===== src/rtl/router_pkg.sv =====
// Shared types for the router input-port receiver.
package router_pkg;

    localparam int ADDR_BITS = 4;
    localparam int DATA_BITS = 8;

    typedef enum logic [1:0] {IDLE, ADDR, PAD, PAYLOAD} rx_state_e;

    typedef struct packed {
        logic [ADDR_BITS-1:0] addr;
        logic                 sop;
        logic                 eop;
        logic [DATA_BITS-1:0] data;
    } rx_entry_t;

endpackage


===== src/rtl/router_port_rx_if.sv =====
// Serial ingress stream plus the FWFT byte stream toward the crossbar.
// The sender/consumer side is the master; the receiver is the slave.
interface router_port_rx_if;
    import router_pkg::*;

    logic                 frame_n;
    logic                 valid_n;
    logic                 din;
    logic                 busy_n;
    logic                 out_valid;
    logic                 out_ready;
    logic [DATA_BITS-1:0] out_data;
    logic [ADDR_BITS-1:0] out_addr;
    logic                 out_sop;
    logic                 out_eop;
    logic                 err_proto;
    logic                 err_ovf;

    modport slave (
        input  frame_n, valid_n, din, out_ready,
        output busy_n, out_valid, out_data, out_addr, out_sop, out_eop,
               err_proto, err_ovf
    );

    modport master (
        output frame_n, valid_n, din, out_ready,
        input  busy_n, out_valid, out_data, out_addr, out_sop, out_eop,
               err_proto, err_ovf
    );

endinterface


===== src/rtl/router_rx_fifo.sv =====
// First-word fall-through FIFO of decoded payload entries.
// The head reads as zero while empty so the port outputs are clean after reset.
module router_rx_fifo
    import router_pkg::*;
#(
    parameter int DEPTH = 16
) (
    input  logic                   clk,
    input  logic                   rst_n,
    input  logic                   push_i,
    input  logic                   pop_i,
    input  rx_entry_t              din_i,
    output rx_entry_t              dout_o,
    output logic                   full_o,
    output logic                   empty_o,
    output logic [$clog2(DEPTH):0] count_o
);

    localparam int AW = $clog2(DEPTH);
    localparam int CW = AW + 1;

    rx_entry_t         mem_q [DEPTH];
    logic [AW-1:0]     wr_ptr_q, rd_ptr_q;
    logic [CW-1:0]     count_q, count_d;
    logic              push_ok, pop_ok;

    assign full_o  = (count_q == CW'(DEPTH));
    assign empty_o = (count_q == '0);
    assign push_ok = push_i & ~full_o;
    assign pop_ok  = pop_i & ~empty_o;
    assign count_o = count_q;
    assign dout_o  = empty_o ? '0 : mem_q[rd_ptr_q];

    // occupancy after this cycle's accepted push/pop
    always_comb begin
        count_d = count_q + CW'(push_ok) - CW'(pop_ok);
    end

    // pointer and occupancy registers
    always_ff @(posedge clk or negedge rst_n) begin
        if (!rst_n) begin
            wr_ptr_q <= '0;
            rd_ptr_q <= '0;
            count_q  <= '0;
        end else begin
            if (push_ok) wr_ptr_q <= wr_ptr_q + AW'(1);
            if (pop_ok)  rd_ptr_q <= rd_ptr_q + AW'(1);
            count_q <= count_d;
        end
    end

    // storage array, no reset needed since the head is masked when empty
    always_ff @(posedge clk) begin
        if (push_ok) mem_q[wr_ptr_q] <= din_i;
    end

endmodule


===== src/rtl/router_port_rx.sv =====
// Receiver for one router input port: deserialises address and payload,
// tags bytes with sop/eop and queues them for the crossbar.
//
// state   | meaning
// IDLE    | waiting for frame_n low; first low cycle carries addr[0]
// ADDR    | collecting addr[1..3]
// PAD     | skipping pad cycles before payload
// PAYLOAD | collecting payload bits LSB first, valid_n high = gap
module router_port_rx
    import router_pkg::*;
#(
    parameter int FIFO_DEPTH  = 16,
    parameter int PAD_CYCLES  = 5,
    parameter int BUSY_MARGIN = 2
) (
    input  logic             clk,
    input  logic             reset_n,
    router_port_rx_if.slave  port_if
);

    localparam int CW = $clog2(FIFO_DEPTH) + 1;
    localparam int PW = $clog2(PAD_CYCLES + 1);

    rx_state_e            state_q, state_d;
    logic [ADDR_BITS-1:0] addr_q, addr_d;
    logic [2:0]           bit_cnt_q, bit_cnt_d;
    logic [PW-1:0]        pad_cnt_q, pad_cnt_d;
    logic [6:0]           byte_q, byte_d;
    logic                 first_q, first_d;
    logic                 push_q, push_d;
    rx_entry_t            entry_q, entry_d;
    logic                 err_proto_q, err_proto_d;
    logic                 err_ovf_q;
    logic                 busy_n_q, busy_n_d;

    rx_entry_t            head;
    logic                 fifo_full, fifo_empty;
    logic [CW-1:0]        fifo_count, count_next;

    logic                 frame_n, valid_n, din;

    assign frame_n = port_if.frame_n;
    assign valid_n = port_if.valid_n;
    assign din     = port_if.din;

    // next-state decode of the serial framing
    always_comb begin
        state_d     = state_q;
        addr_d      = addr_q;
        bit_cnt_d   = bit_cnt_q;
        pad_cnt_d   = pad_cnt_q;
        byte_d      = byte_q;
        first_d     = first_q;
        push_d      = 1'b0;
        entry_d     = entry_q;
        err_proto_d = 1'b0;

        case (state_q)
            IDLE: begin
                if (!frame_n) begin
                    addr_d[0] = din;
                    bit_cnt_d = 3'd1;
                    state_d   = ADDR;
                end
            end
            ADDR: begin
                if (frame_n) begin
                    err_proto_d = 1'b1;
                end else begin
                    addr_d[bit_cnt_q[1:0]] = din;
                    if (bit_cnt_q == 3'd3) begin
                        pad_cnt_d = PW'(PAD_CYCLES - 1);
                        state_d   = PAD;
                    end else begin
                        bit_cnt_d = bit_cnt_q + 3'd1;
                    end
                end
            end
            PAD: begin
                if (frame_n) begin
                    err_proto_d = 1'b1;
                end else if (pad_cnt_q == '0) begin
                    bit_cnt_d = '0;
                    first_d   = 1'b1;
                    state_d   = PAYLOAD;
                end else begin
                    pad_cnt_d = pad_cnt_q - PW'(1);
                end
            end
            PAYLOAD: begin
                if (!valid_n) begin
                    if (bit_cnt_q == 3'd7) begin
                        push_d     = 1'b1;
                        entry_d    = '{addr: addr_q, sop: first_q, eop: frame_n,
                                       data: {din, byte_q}};
                        first_d    = 1'b0;
                        bit_cnt_d  = '0;
                        if (frame_n) state_d = IDLE;
                    end else if (frame_n) begin
                        err_proto_d = 1'b1;
                    end else begin
                        byte_d[bit_cnt_q] = din;
                        bit_cnt_d         = bit_cnt_q + 3'd1;
                    end
                end else if (frame_n) begin
                    err_proto_d = 1'b1;
                end
            end
            default: state_d = IDLE;
        endcase

        if (err_proto_d) begin
            state_d   = IDLE;
            bit_cnt_d = '0;
        end
    end

    // occupancy one cycle ahead, used for registered flow control
    always_comb begin
        count_next = fifo_count + CW'(push_q & ~fifo_full)
                   - CW'(port_if.out_ready & ~fifo_empty);
        busy_n_d   = !((CW'(FIFO_DEPTH) - count_next) <= CW'(BUSY_MARGIN));
    end

    // state, shift register, push stage and status registers
    always_ff @(posedge clk or negedge reset_n) begin
        if (!reset_n) begin
            state_q     <= IDLE;
            addr_q      <= '0;
            bit_cnt_q   <= '0;
            pad_cnt_q   <= '0;
            byte_q      <= '0;
            first_q     <= 1'b0;
            push_q      <= 1'b0;
            entry_q     <= '0;
            err_proto_q <= 1'b0;
            err_ovf_q   <= 1'b0;
            busy_n_q    <= 1'b1;
        end else begin
            state_q     <= state_d;
            addr_q      <= addr_d;
            bit_cnt_q   <= bit_cnt_d;
            pad_cnt_q   <= pad_cnt_d;
            byte_q      <= byte_d;
            first_q     <= first_d;
            push_q      <= push_d;
            entry_q     <= entry_d;
            err_proto_q <= err_proto_d;
            err_ovf_q   <= push_q & fifo_full;
            busy_n_q    <= busy_n_d;
        end
    end

    router_rx_fifo #(.DEPTH(FIFO_DEPTH)) u_fifo (
        .clk     (clk),
        .rst_n   (reset_n),
        .push_i  (push_q),
        .pop_i   (port_if.out_ready),
        .din_i   (entry_q),
        .dout_o  (head),
        .full_o  (fifo_full),
        .empty_o (fifo_empty),
        .count_o (fifo_count)
    );

    assign port_if.out_valid = ~fifo_empty;
    assign port_if.out_data  = head.data;
    assign port_if.out_addr  = head.addr;
    assign port_if.out_sop   = head.sop;
    assign port_if.out_eop   = head.eop;
    assign port_if.busy_n    = busy_n_q;
    assign port_if.err_proto = err_proto_q;
    assign port_if.err_ovf   = err_ovf_q;

endmodule


===== src/flat_wrapper.sv =====
// flat-port wrapper written by rule: the top's interface ports become plain ports
module router_port_rx_flat import router_pkg::*;
#(
    parameter int FIFO_DEPTH  = 16,
    parameter int PAD_CYCLES  = 5,
    parameter int BUSY_MARGIN = 2
)
  (clk, reset_n, port_if_frame_n, port_if_valid_n, port_if_din, port_if_out_ready, port_if_busy_n, port_if_out_valid, port_if_out_data, port_if_out_addr, port_if_out_sop, port_if_out_eop, port_if_err_proto, port_if_err_ovf);
  router_port_rx_if port_if_i ();
  input  logic clk;
  input  logic reset_n;
  input wire logic [$bits(port_if_i.frame_n)-1:0] port_if_frame_n;
  input wire logic [$bits(port_if_i.valid_n)-1:0] port_if_valid_n;
  input wire logic [$bits(port_if_i.din)-1:0] port_if_din;
  input wire logic [$bits(port_if_i.out_ready)-1:0] port_if_out_ready;
  output wire logic [$bits(port_if_i.busy_n)-1:0] port_if_busy_n;
  output wire logic [$bits(port_if_i.out_valid)-1:0] port_if_out_valid;
  output wire logic [$bits(port_if_i.out_data)-1:0] port_if_out_data;
  output wire logic [$bits(port_if_i.out_addr)-1:0] port_if_out_addr;
  output wire logic [$bits(port_if_i.out_sop)-1:0] port_if_out_sop;
  output wire logic [$bits(port_if_i.out_eop)-1:0] port_if_out_eop;
  output wire logic [$bits(port_if_i.err_proto)-1:0] port_if_err_proto;
  output wire logic [$bits(port_if_i.err_ovf)-1:0] port_if_err_ovf;
  assign port_if_i.frame_n = port_if_frame_n;
  assign port_if_i.valid_n = port_if_valid_n;
  assign port_if_i.din = port_if_din;
  assign port_if_i.out_ready = port_if_out_ready;
  assign port_if_busy_n = port_if_i.busy_n;
  assign port_if_out_valid = port_if_i.out_valid;
  assign port_if_out_data = port_if_i.out_data;
  assign port_if_out_addr = port_if_i.out_addr;
  assign port_if_out_sop = port_if_i.out_sop;
  assign port_if_out_eop = port_if_i.out_eop;
  assign port_if_err_proto = port_if_i.err_proto;
  assign port_if_err_ovf = port_if_i.err_ovf;
  router_port_rx #(.FIFO_DEPTH(FIFO_DEPTH), .PAD_CYCLES(PAD_CYCLES), .BUSY_MARGIN(BUSY_MARGIN)) u_core (.clk(clk), .reset_n(reset_n), .port_if(port_if_i));
endmodule

===== config.mk =====
export PLATFORM = sky130hd
export DESIGN_NAME = router_port_rx_flat
export DESIGN_NICKNAME = d
export VERILOG_FILES = /design/src/rtl/router_pkg.sv /design/src/rtl/router_port_rx_if.sv /design/src/rtl/router_rx_fifo.sv /design/src/rtl/router_port_rx.sv /design/src/flat_wrapper.sv
export SDC_FILE = /design/constraint.sdc
export NUM_CORES = 1
export LEC_CHECK = 0
export BUFFER_PORTS_ARGS = -buffer_cell sky130_fd_sc_hd__buf_2
export CORE_ASPECT_RATIO = 0.5
export CORE_MARGIN = 2
export CORE_UTILIZATION = 60
export DETAILED_ROUTE_END_ITERATION = 10
export GPL_ROUTABILITY_DRIVEN = 0
export GPL_TIMING_DRIVEN = 0
export HOLD_SLACK_MARGIN = 0.12
export PLACE_DENSITY = 0.77
export SLEW_MARGIN = 20
export SYNTH_ARGS = -nofsm -noshare
export SYNTH_HDL_FRONTEND = slang
export SYNTH_HIERARCHICAL = 1
export SYNTH_SLANG_ARGS = --single-unit

===== constraint.sdc =====
create_clock -name clk -period 5.8 [get_ports clk]
set_input_delay 1.16 -clock clk [delete_from_list [all_inputs] [get_ports clk]]
set_output_delay 1.16 -clock clk [all_outputs]
set_load 0.005 [all_outputs]

==> results.cfg, run 1 <==
[status]
status = finished clean

[power]
leakagePower_nw = 4.348
p_int_mw = 3.859
pwr-share-clk = 0.322
power_mw = 5.395
ir_drop_v = 0.0002746
power_frac_comb = 0.256
p_sw_mw = 1.536
power_frac_seq = 0.422
sw_frac_of_total = 0.2847
p_per_area_mw_per_mm2 = 413.9

[cells_and_area]
fin_nets = 747
drive_above_1_share = 0.2112
synthToLayoutAreaGrowth_pct = 12.88

[route]
dr.pass1.iters = 5
routed_wl_um = 23450
routed_via_density = 6.140
vias = 6072
ant_nets = 0
drtIter0Drc = 780
drc = 0
wl_per_cell_um = 23.71

[setup_path]
reg2regPathDepth = 10
cpPeakStageDelay_ps = 660
cp.depth = 6
critPathKind = reg2out
cp.required_ps = 4640
crit_slowest_cell = nor4b_4
ff2ff_setup_slack_ps = 2490
start_kind = flop
critPathTopFamily = buffers and inverters
cp-end-kind = primary output
crit_buf_inv = 3
arrival_ps = 2870
crit_chain = inv_1 -> ha_1 -> nor4b_4 -> clkbuf_1 -> a211oi_1 -> buf_2
crit_fanout = 11

[global_route]
grt_pass1_wl_um = 36000
track_usage = 0.2392
grt-ovfl-total = 0
grt_pass1_vias = 6055
antenna_found_initial = 0
grt_max_degree = 52

[synthesis]
syn_area_mm2 = 0.01155
ys.flop_type = edfxtp_1
synth_top_area_share = 0.5825
syn_inst = 650
synth_edf_count = 224
netlist.top_cell.by_area = edfxtp_1
synth.distinct_cells = 55
yosys_register_bits = 275
syn_nets = 686
yosysWarnings = 6
synth_area_per_cell_um2 = 17.77
synthArstFlopShare = 0.1855
ys_seq_area_frac = 0.6931
synthTopCellsByArea = edfxtp_1, dfrtp_1, mux4_2

[sta]
fmaxAchievable_ghz = 0.2484
tns_ps = 0
maxSlewHeadroom = 0.4345
skew_ps = 10.71
fin_crit_ps = 4025
slew_violations = 0
hold_viol = 0
rsz0062_at_grt = false
worst-slew-pin-transition_ps = 847.3
setup_viol = 0
finalCritPeriodShare = 0.6940

[clock_tree]
clk_path_buf_depth = 3
cts_buffers = 24
post_cts_buffers = 0
clock-sinks = 275
worstSkewPairLatency_ps = 520
hold_buffers = 0
cts_tree = yes
clock-root-buffer = clkbuf_16
cts.clk_slew.worst_paths_ps = 70
cts_resized = 0
htree_levels = 1

[placed_design]
io_buffers = 23
place_hpwl_um = 15150

[die]
coreArea_mm2 = 0.01861
fp-row-count = 35
dieArea_mm2 = 0.02044
start_util = 0.6204
pin_count = 24
dieWidth_um = 200.2
die_h_um = 102.1

[job]
maxCapViolations = 0

[worst_hold_path]
whs_path_depth = 2
min_path_type = reg2reg
placed cells by master (no fill, tap or decap), types with 6 or more instances in the layout:
cell type / instances
edfxtp_1: 224
nand2_1: 56
dfrtp_1: 50
mux4_2: 36
buf_2: 30
inv_1: 30
a211oi_1: 30
ha_1: 28
clkbuf_16: 25
nor2b_1: 21
mux4_1: 20
clkbuf_1: 17
mux2i_1: 16
nor2_2: 12
xnor2_1: 9
buf_6: 9
mux2_2: 7
o21ai_0: 7
buf_4: 6
nor2_1: 6
power groups by stage:
stage | sequential [mW] | clock (mW) | combinational (mW)
global route | 2.29 | 1.83 | 1.51
floorplan | 2.30 | 0 | 1.01
global placement | 2.32 | 0 | 1.35
finish | 2.28 | 1.74 | 1.38
detailed placement | 2.32 | 0 | 1.38
CTS | 2.28 | 1.76 | 1.39
logic make-up after synthesis:
| logic type | after synthesis | synth area share |
|---|---|---|
| flip-flops | 275 | 0.6931 |
| XOR/XNOR | 13 | 0.009860 |
| AO/OA/AOI/OAI | 62 | 0.03933 |
| adder cells (fa/ha/maj) | 30 | 0.03381 |
| multiplexers | 84 | 0.1413 |
| AND/OR/NAND/NOR | 124 | 0.05298 |
| buffers and inverters | 62 | 0.02958 |
synthesized netlist by cell type (3+ instances only):
cell type and instances:
o211ai_1 3, clkbuf_1 10, mux4_2 36, mux2_1 5, inv_1 30, buf_1 3
dfrtp_1 50, a211oi_1 30, buf_2 8, mux4_1 20, ha_1 28, xor2_1 4
buf_12 4, xnor2_1 9, nor2_1 18, a21oi_1 4, nor3_1 9, nor2b_1 21
edfxtp_1 224, mux2_2 7, nand2_1 56, nand3_1 4, mux2i_1 16, nand2b_1 3
o21ai_0 7, buf_4 3
tightest hold or removal path, cell delays in order (launching register included):
cell and delay [ps]:
dfrtp_1 340, nand2_1 50, nand2_1 50
area by class of cell:
cell class	instances	area [um2]
clock inverters	10	178.9
well taps	259	324.1
flip-flops and latches	275	8004
repair buffers	35	252.7
fillers	1131	5577
multi-input cells	313	3252
diodes	1	2.502
plain buffers	31	225.2
clock buffers	34	679.4
inverters	31	116.4
per-stage QoR:
step / utilization / cell area, um2 / hold WS, ps / instances / setup WS [ps]
2_1_floorplan: - / 11550 / 431.5 / 650 / 3011
3_3_place_gp: 0.6440 / 11990 / 447.9 / 932 / 2232
3_5_place_dp: 0.6541 / 12170 / 457.7 / 944 / 2292
4_1_cts: 0.7002 / 13030 / 474.1 / 988 / 1755
5_1_grt: 0.7002 / 13030 / 489.6 / 988 / 1634
6_report: 0.7004 / 13040 / 470.4 / 989 / 1775
per-layer routing:
metal / share of wire / track usage
met5: 0 / 0
met4: 0.013 / 0.03846
met1: 0.44 / 0.3564
met2: 0.46 / 0.3889
met3: 0.086 / 0.04082
state kept, by name, indices dropped and copies added, names as in the netlist, 2 cells and up:
register                cells
u_core/pad_cnt_q            3
u_core/u_fifo/count_o       5
u_core/u_fifo/mem_q       224
u_core/addr_q               4
u_core/u_fifo/wr_ptr_q      4
u_core/state_q              2
u_core/bit_cnt_q            3
u_core/u_fifo/rd_ptr_q      4
u_core/entry_q             14
u_core/byte_q               7
final timing paths:
path | endpoint | start
min reg2reg | u_core/entry_q[3]$_DFFE_PN0P_ | u_core/byte_q[3]$_DFFE_PN0P_
max in group asynchronous | u_core/u_fifo/count_o[2]$_DFF_PN0_ | reset_n
min in group asynchronous | u_core/state_q[1]$_DFFE_PN0P_ | reset_n
max | port_if_out_sop | u_core/u_fifo/count_o[3]$_DFF_PN0_
min | u_core/entry_q[3]$_DFFE_PN0P_ | u_core/byte_q[3]$_DFFE_PN0P_
max reg2reg | u_core/port_if.busy_n$_DFF_PN1_ | u_core/u_fifo/count_o[3]$_DFF_PN0_
Power figures use the tool's default switching activity.
==> inputs of run 2 (changes only) <==
CORE_UTILIZATION = 56   (was 60)
PLACE_DENSITY = 0.75   (was 0.77)
clock period = 3.5 ns   (was 5.8 ns; I/O delays follow)
==> run 2 against run 1 <==
  * Sequential power rose by 66%
  * Hold slack got worse by 270 ps
  * Via count fell by 2.6%
  * Clock skew rose by 14 ps
  * Global-route usage fell by 2.4 points
  * Critical endpoint is now port_if_out_data[5]
  * Clock power rose by 56%
  * Register-to-register slack got worse by 2200 ps
  * Critical path depth did not move
  * Utilization fell by 6.5 points
  * Sequential share of layout area rose by 0.45 points
  * Wire length fell by 3.3%
  * Die area rose by 6.9%
==> results.cfg, run 2 (same netlist as run 1, synthesis figures left out) <==
[status]
status = finished clean

[sta]
slew_violations = 0
tns_ps = 0
fin_crit_ps = 3336
worst-slew-pin-transition_ps = 948.9
skew_ps = 25.09
holdWs_ps = 195.4
maxSlewHeadroom = 0.3667
setup_viol = 0
layout_setup_ws_ps = 164.3
finalCritPeriodShare = 0.9531
hold_viol = 0
fmaxAchievable_ghz = 0.2998
rsz0062_at_grt = false

[global_route]
antenna_found_initial = 0
track_usage = 0.2148
grt_max_degree = 52
grt_pass1_wl_um = 35220
grt_pass1_vias = 6110
grt-ovfl-total = 0

[clock_tree]
htree_levels = 1
worstSkewPairLatency_ps = 530
clk_path_buf_depth = 3
clock-sinks = 275
cts_tree = yes
cts.clk_slew.worst_paths_ps = 60
hold_buffers = 0
cts_buffers = 25
clock-root-buffer = clkbuf_16

[setup_path]
crit_start = u_core/u_fifo/count_o[3]$_DFF_PN0_
critPathTopFamily = buffers and inverters
cp.required_ps = 2800
crit_slowest_cell = nor4b_4
critPathKind = reg2out
crit_chain = inv_1 -> ha_1 -> nor4b_4 -> clkbuf_2 -> a211oi_1 -> buf_2
crit_fanout = 11
cp-end-kind = primary output
cpPeakStageDelay_ps = 620
arrival_ps = 2640
crit_buf_inv = 3
start_kind = flop
r2r_start = u_core/u_fifo/count_o[3]$_DFF_PN0_

[power]
leakagePower_nw = 4.300
p_per_area_mw_per_mm2 = 678.4
ir_drop_v = 0.0003966
power_mw = 8.778

[route]
vias = 5913
ant_nets = 0
drc = 0
routed_via_density = 5.925
drtIter0Drc = 443
wl_per_cell_um = 22.72
routed_wl_um = 22670
dr.pass1.iters = 4

[cells_and_area]
utilization = 0.6353
reg_top3 = u_core/u_fifo/mem_q (224), u_core/entry_q (14), u_core/byte_q (7)
fill_cells = 1365
multi_input_area_mm2 = 0.003252
largest_reg_flops = 224
fin_nets = 742
final_area_mm2 = 0.01294
final_cell_mix = edfxtp_1, nand2_1, dfrtp_1, mux4_2
synthToLayoutAreaGrowth_pct = 12.06
drive_above_1_share = 0.2069
final_common_cell = edfxtp_1
ff_latch_area_mm2 = 0.008004
antenna_cells = 0
largest-register = u_core/u_fifo/mem_q
layout.cells.non_filler = 998

[placed_design]
place_hpwl_um = 14920
place_area_mm2 = 0.01212
io_buffers = 23
dp.cells = 952
place_ws_ps = 280.2

[die]
dieArea_mm2 = 0.02185
start_util = 0.5669
fp-row-count = 37
coreArea_mm2 = 0.02037
pin_count = 24
dieWidth_um = 207.1
die_h_um = 105.5

[job]
maxCapViolations = 0

[worst_hold_path]
min_path_type = in2async
[run 2: changes by cell type in the layout (fill, tap and decap cells not counted), sizes merged]
cell | previous run | this run
clkinv | 3 | 8
buf | 55 | 49
bufinv | 5 | 3
diode | 1 | 0
clkbuf | 45 | 44
[run 2: repair_timing]
| item | 4_1_cts | 5_1_grt |
|---|---|---|
| pin swaps | 0 | 0 |
| setup endpoints to repair | 4 | 1 |
| gates resized for setup | 1 | 2 |
| setup buffers | 0 | 0 |
[run 2: worst register-to-register path: stages, from the launching register on]
cell      delay [ps]
dfrtp_1          450
inv_1            110
ha_1             170
nor4b_4          620
nor2b_1          100
clkbuf_1         260
ha_1             330
inv_1             60
ha_1             160
inv_1             60
fa_1             390
inv_1             70
a21oi_1           60
o21bai_1         150
xnor2_1          130
[run 2: worst paths after layout]
check / endpoint / slack, ps / cells after the start
worst max-delay path: port_if_out_data[5] / 160 / 6
worst min-delay path: u_core/u_fifo/rd_ptr_q[2]$_DFFE_PN0P_ / 200 / 1
worst max register to register: u_core/u_fifo/count_o[4]$_DFF_PN0_ / 310 / 14
worst min register to register: u_core/entry_q[11]$_DFFE_PN0P_ / 460 / 2
max in group asynchronous: u_core/addr_q[1]$_DFFE_PN0P_ / 2810 / 1
min in group clk: u_core/byte_q[2]$_DFFE_PN0P_ / 440 / 2
[run 2: final cells by class]
class,instances,share of cell area
inverters,31,0.008992
clock inverters,13,0.01276
clock buffers,33,0.05067
repair buffers,29,0.01373
well taps,273,0.02640
plain buffers,31,0.01760
multi-input cells,313,0.2513
flip-flops and latches,275,0.6185
[run 2: metal layers]
layer	vias to the layer above	GRT usage	wire length (um)
li1	2647	-	-
met1	3066	0.3245	10310
met2	180	0.3362	10750
met3	20	0.03814	1331
met4	0	0.03980	279
met5	-	0	0
[run 2: where the power goes]
part / switching [mW] / internal (mW) / leakage (nW) / total, mW
Clock: 1.16 / 1.56 / 0.397 / 2.72
Combinational: 1.26 / 1.03 / 1.48 / 2.28
Sequential: 0.132 / 3.64 / 2.43 / 3.78
Total: 2.55 / 6.23 / 4.30 / 8.78
==> inputs of run 3 (changes only) <==
MAX_ROUTING_LAYER = met4   (was unset)
==> run 3 against run 2 <==
  * Hold slack gained 5.9 ps
  * Utilization is the same
  * Setup slack gained 5.4 ps
  * Register-to-register slack is essentially flat
  * Clock power is essentially flat
  * Combinational power is essentially flat
  * First-iteration DRC count shrank 2.3%
  * Largest cell class unchanged
==> results.cfg, run 3 (same netlist as run 1, synthesis figures left out) <==
[global_route]
grt_pass1_wl_um = 35240
track_usage = 0.2213
grt-ovfl-total = 0
grt_pass1_vias = 6110
grt_max_degree = 52
antenna_found_initial = 0

[die]
dieWidth_um = 207.1
start_util = 0.5669
coreArea_mm2 = 0.02037
fp-row-count = 37
die_h_um = 105.5
dieArea_mm2 = 0.02185
pin_count = 24

[clock_tree]
worstSkewPairLatency_ps = 530
cts.clk_slew.worst_paths_ps = 60
cts_tree = yes
clock-sinks = 275
post_cts_buffers = 0
cts_buffers = 25
clock-root-buffer = clkbuf_16
clk_path_buf_depth = 3
htree_levels = 1

[cells_and_area]
largest_reg_flops = 224
antenna_cells = 0
synthToLayoutAreaGrowth_pct = 12.06
final_cell_mix = edfxtp_1, nand2_1, dfrtp_1, mux4_2
final_common_cell = edfxtp_1
reg_top3 = u_core/u_fifo/mem_q (224), u_core/entry_q (14), u_core/byte_q (7)
fill_cells = 1365
largest-register = u_core/u_fifo/mem_q
ff_latch_area_mm2 = 0.008004
drive_above_1_share = 0.2069
multi_input_area_mm2 = 0.003252
fin_nets = 742

[power]
sw_frac_of_total = 0.2904
pwr-share-clk = 0.309
p_int_mw = 6.231
leakagePower_nw = 4.300
p_per_area_mw_per_mm2 = 678.7
power_frac_seq = 0.430
power_frac_comb = 0.261
p_sw_mw = 2.550
ir_drop_v = 0.0003927

[worst_hold_path]
min_path_type = in2async

[sta]
setup_viol = 0
rsz0062_at_grt = false
holdWs_ps = 201.4
skew_ps = 23.65
fin_crit_ps = 3330
tns_ps = 0
worst-slew-pin-transition_ps = 955.1
slew_violations = 0
fmaxAchievable_ghz = 0.3003
maxSlewHeadroom = 0.3626
finalCritPeriodShare = 0.9515
hold_viol = 0

[setup_path]
cp-end-kind = primary output
critPathKind = reg2out
crit_fanout = 10
start_kind = flop
arrival_ps = 2630
cp.required_ps = 2800

[route]
wl_per_cell_um = 22.72
routed_via_density = 5.929
drc = 0
vias = 5917
ant_nets = 0
routed_wl_um = 22670
drtIter0Drc = 433
dr.pass1.iters = 5

[status]
status = finished clean

[placed_design]
io_buffers = 23
place_hpwl_um = 14920

[job]
maxCapViolations = 0
[run 3: stage by stage]
stage	instances	area, um2	worst slack [ps]	utilization	power, mW
after CTS	998	12940	177.9	0.6352	8.831
after global placement	946	12000	-184.5	0.5893	6.067
after detailed placement	952	12120	280.2	0.5948	6.127
after floorplan	650	11550	796.0	-	5.488
final	998	12940	169.6	0.6353	8.782
after global routing	998	12940	51.79	0.6353	9.193
[run 3: layout make-up]
class | instances | share of cell area
buffer | 31 | 0.01760
clock buffer | 33 | 0.05067
clock inverter | 13 | 0.01276
inverter | 31 | 0.008992
multi-input combinational | 313 | 0.2513
sequential | 275 | 0.6185
tap | 273 | 0.02640
timing repair buffer | 29 | 0.01373
[run 3: critical path, stage by stage (launching register included)]
cell and delay (ps):
dfrtp_1 410, clkbuf_1 600, mux4_2 330, mux2i_1 80, a211oi_1 470, buf_2 210
[run 3: repair_timing]
item | 4_1_cts | 5_1_grt
resized for setup | 1 | 2
hold buffers | 0 | 0
endpoints found under the setup margin | 4 | 1
[run 3: final timing paths]
path	endpoint	start	slack [ps]	cells past startpoint
max	port_if_out_eop	u_core/u_fifo/rd_ptr_q[1]$_DFFE_PN0P_	170	5
min	u_core/u_fifo/rd_ptr_q[1]$_DFFE_PN0P_	reset_n	200	1
max reg2reg	u_core/u_fifo/count_o[4]$_DFF_PN0_	u_core/u_fifo/count_o[3]$_DFF_PN0_	320	14
min reg2reg	u_core/entry_q[11]$_DFFE_PN0P_	u_core/addr_q[1]$_DFFE_PN0P_	470	2
max in group asynchronous	u_core/addr_q[1]$_DFFE_PN0P_	reset_n	2810	1
min in group clk	u_core/byte_q[2]$_DFFE_PN0P_	port_if_din	440	2
[run 3: power groups by stage]
stage          Sequential [mW]  Combinational (mW)  Clock (mW)
3_5_place_dp              3.85                2.28           0
2_1_floorplan             3.81                1.68           0
5_1_grt                   3.80                2.50        2.89
6_report                  3.78                2.29        2.71
4_1_cts                   3.78                2.30        2.75
3_3_place_gp              3.84                2.23           0
[run 3: routing by layer]
metal | vias up | global-route usage | routed length (um)
met4 | 0 | 0.03980 | 333
met5 | - | - | 0
met2 | 215 | 0.3352 | 10610
li1 | 2647 | - | -
met3 | 26 | 0.03814 | 1597
met1 | 3029 | 0.3252 | 10140
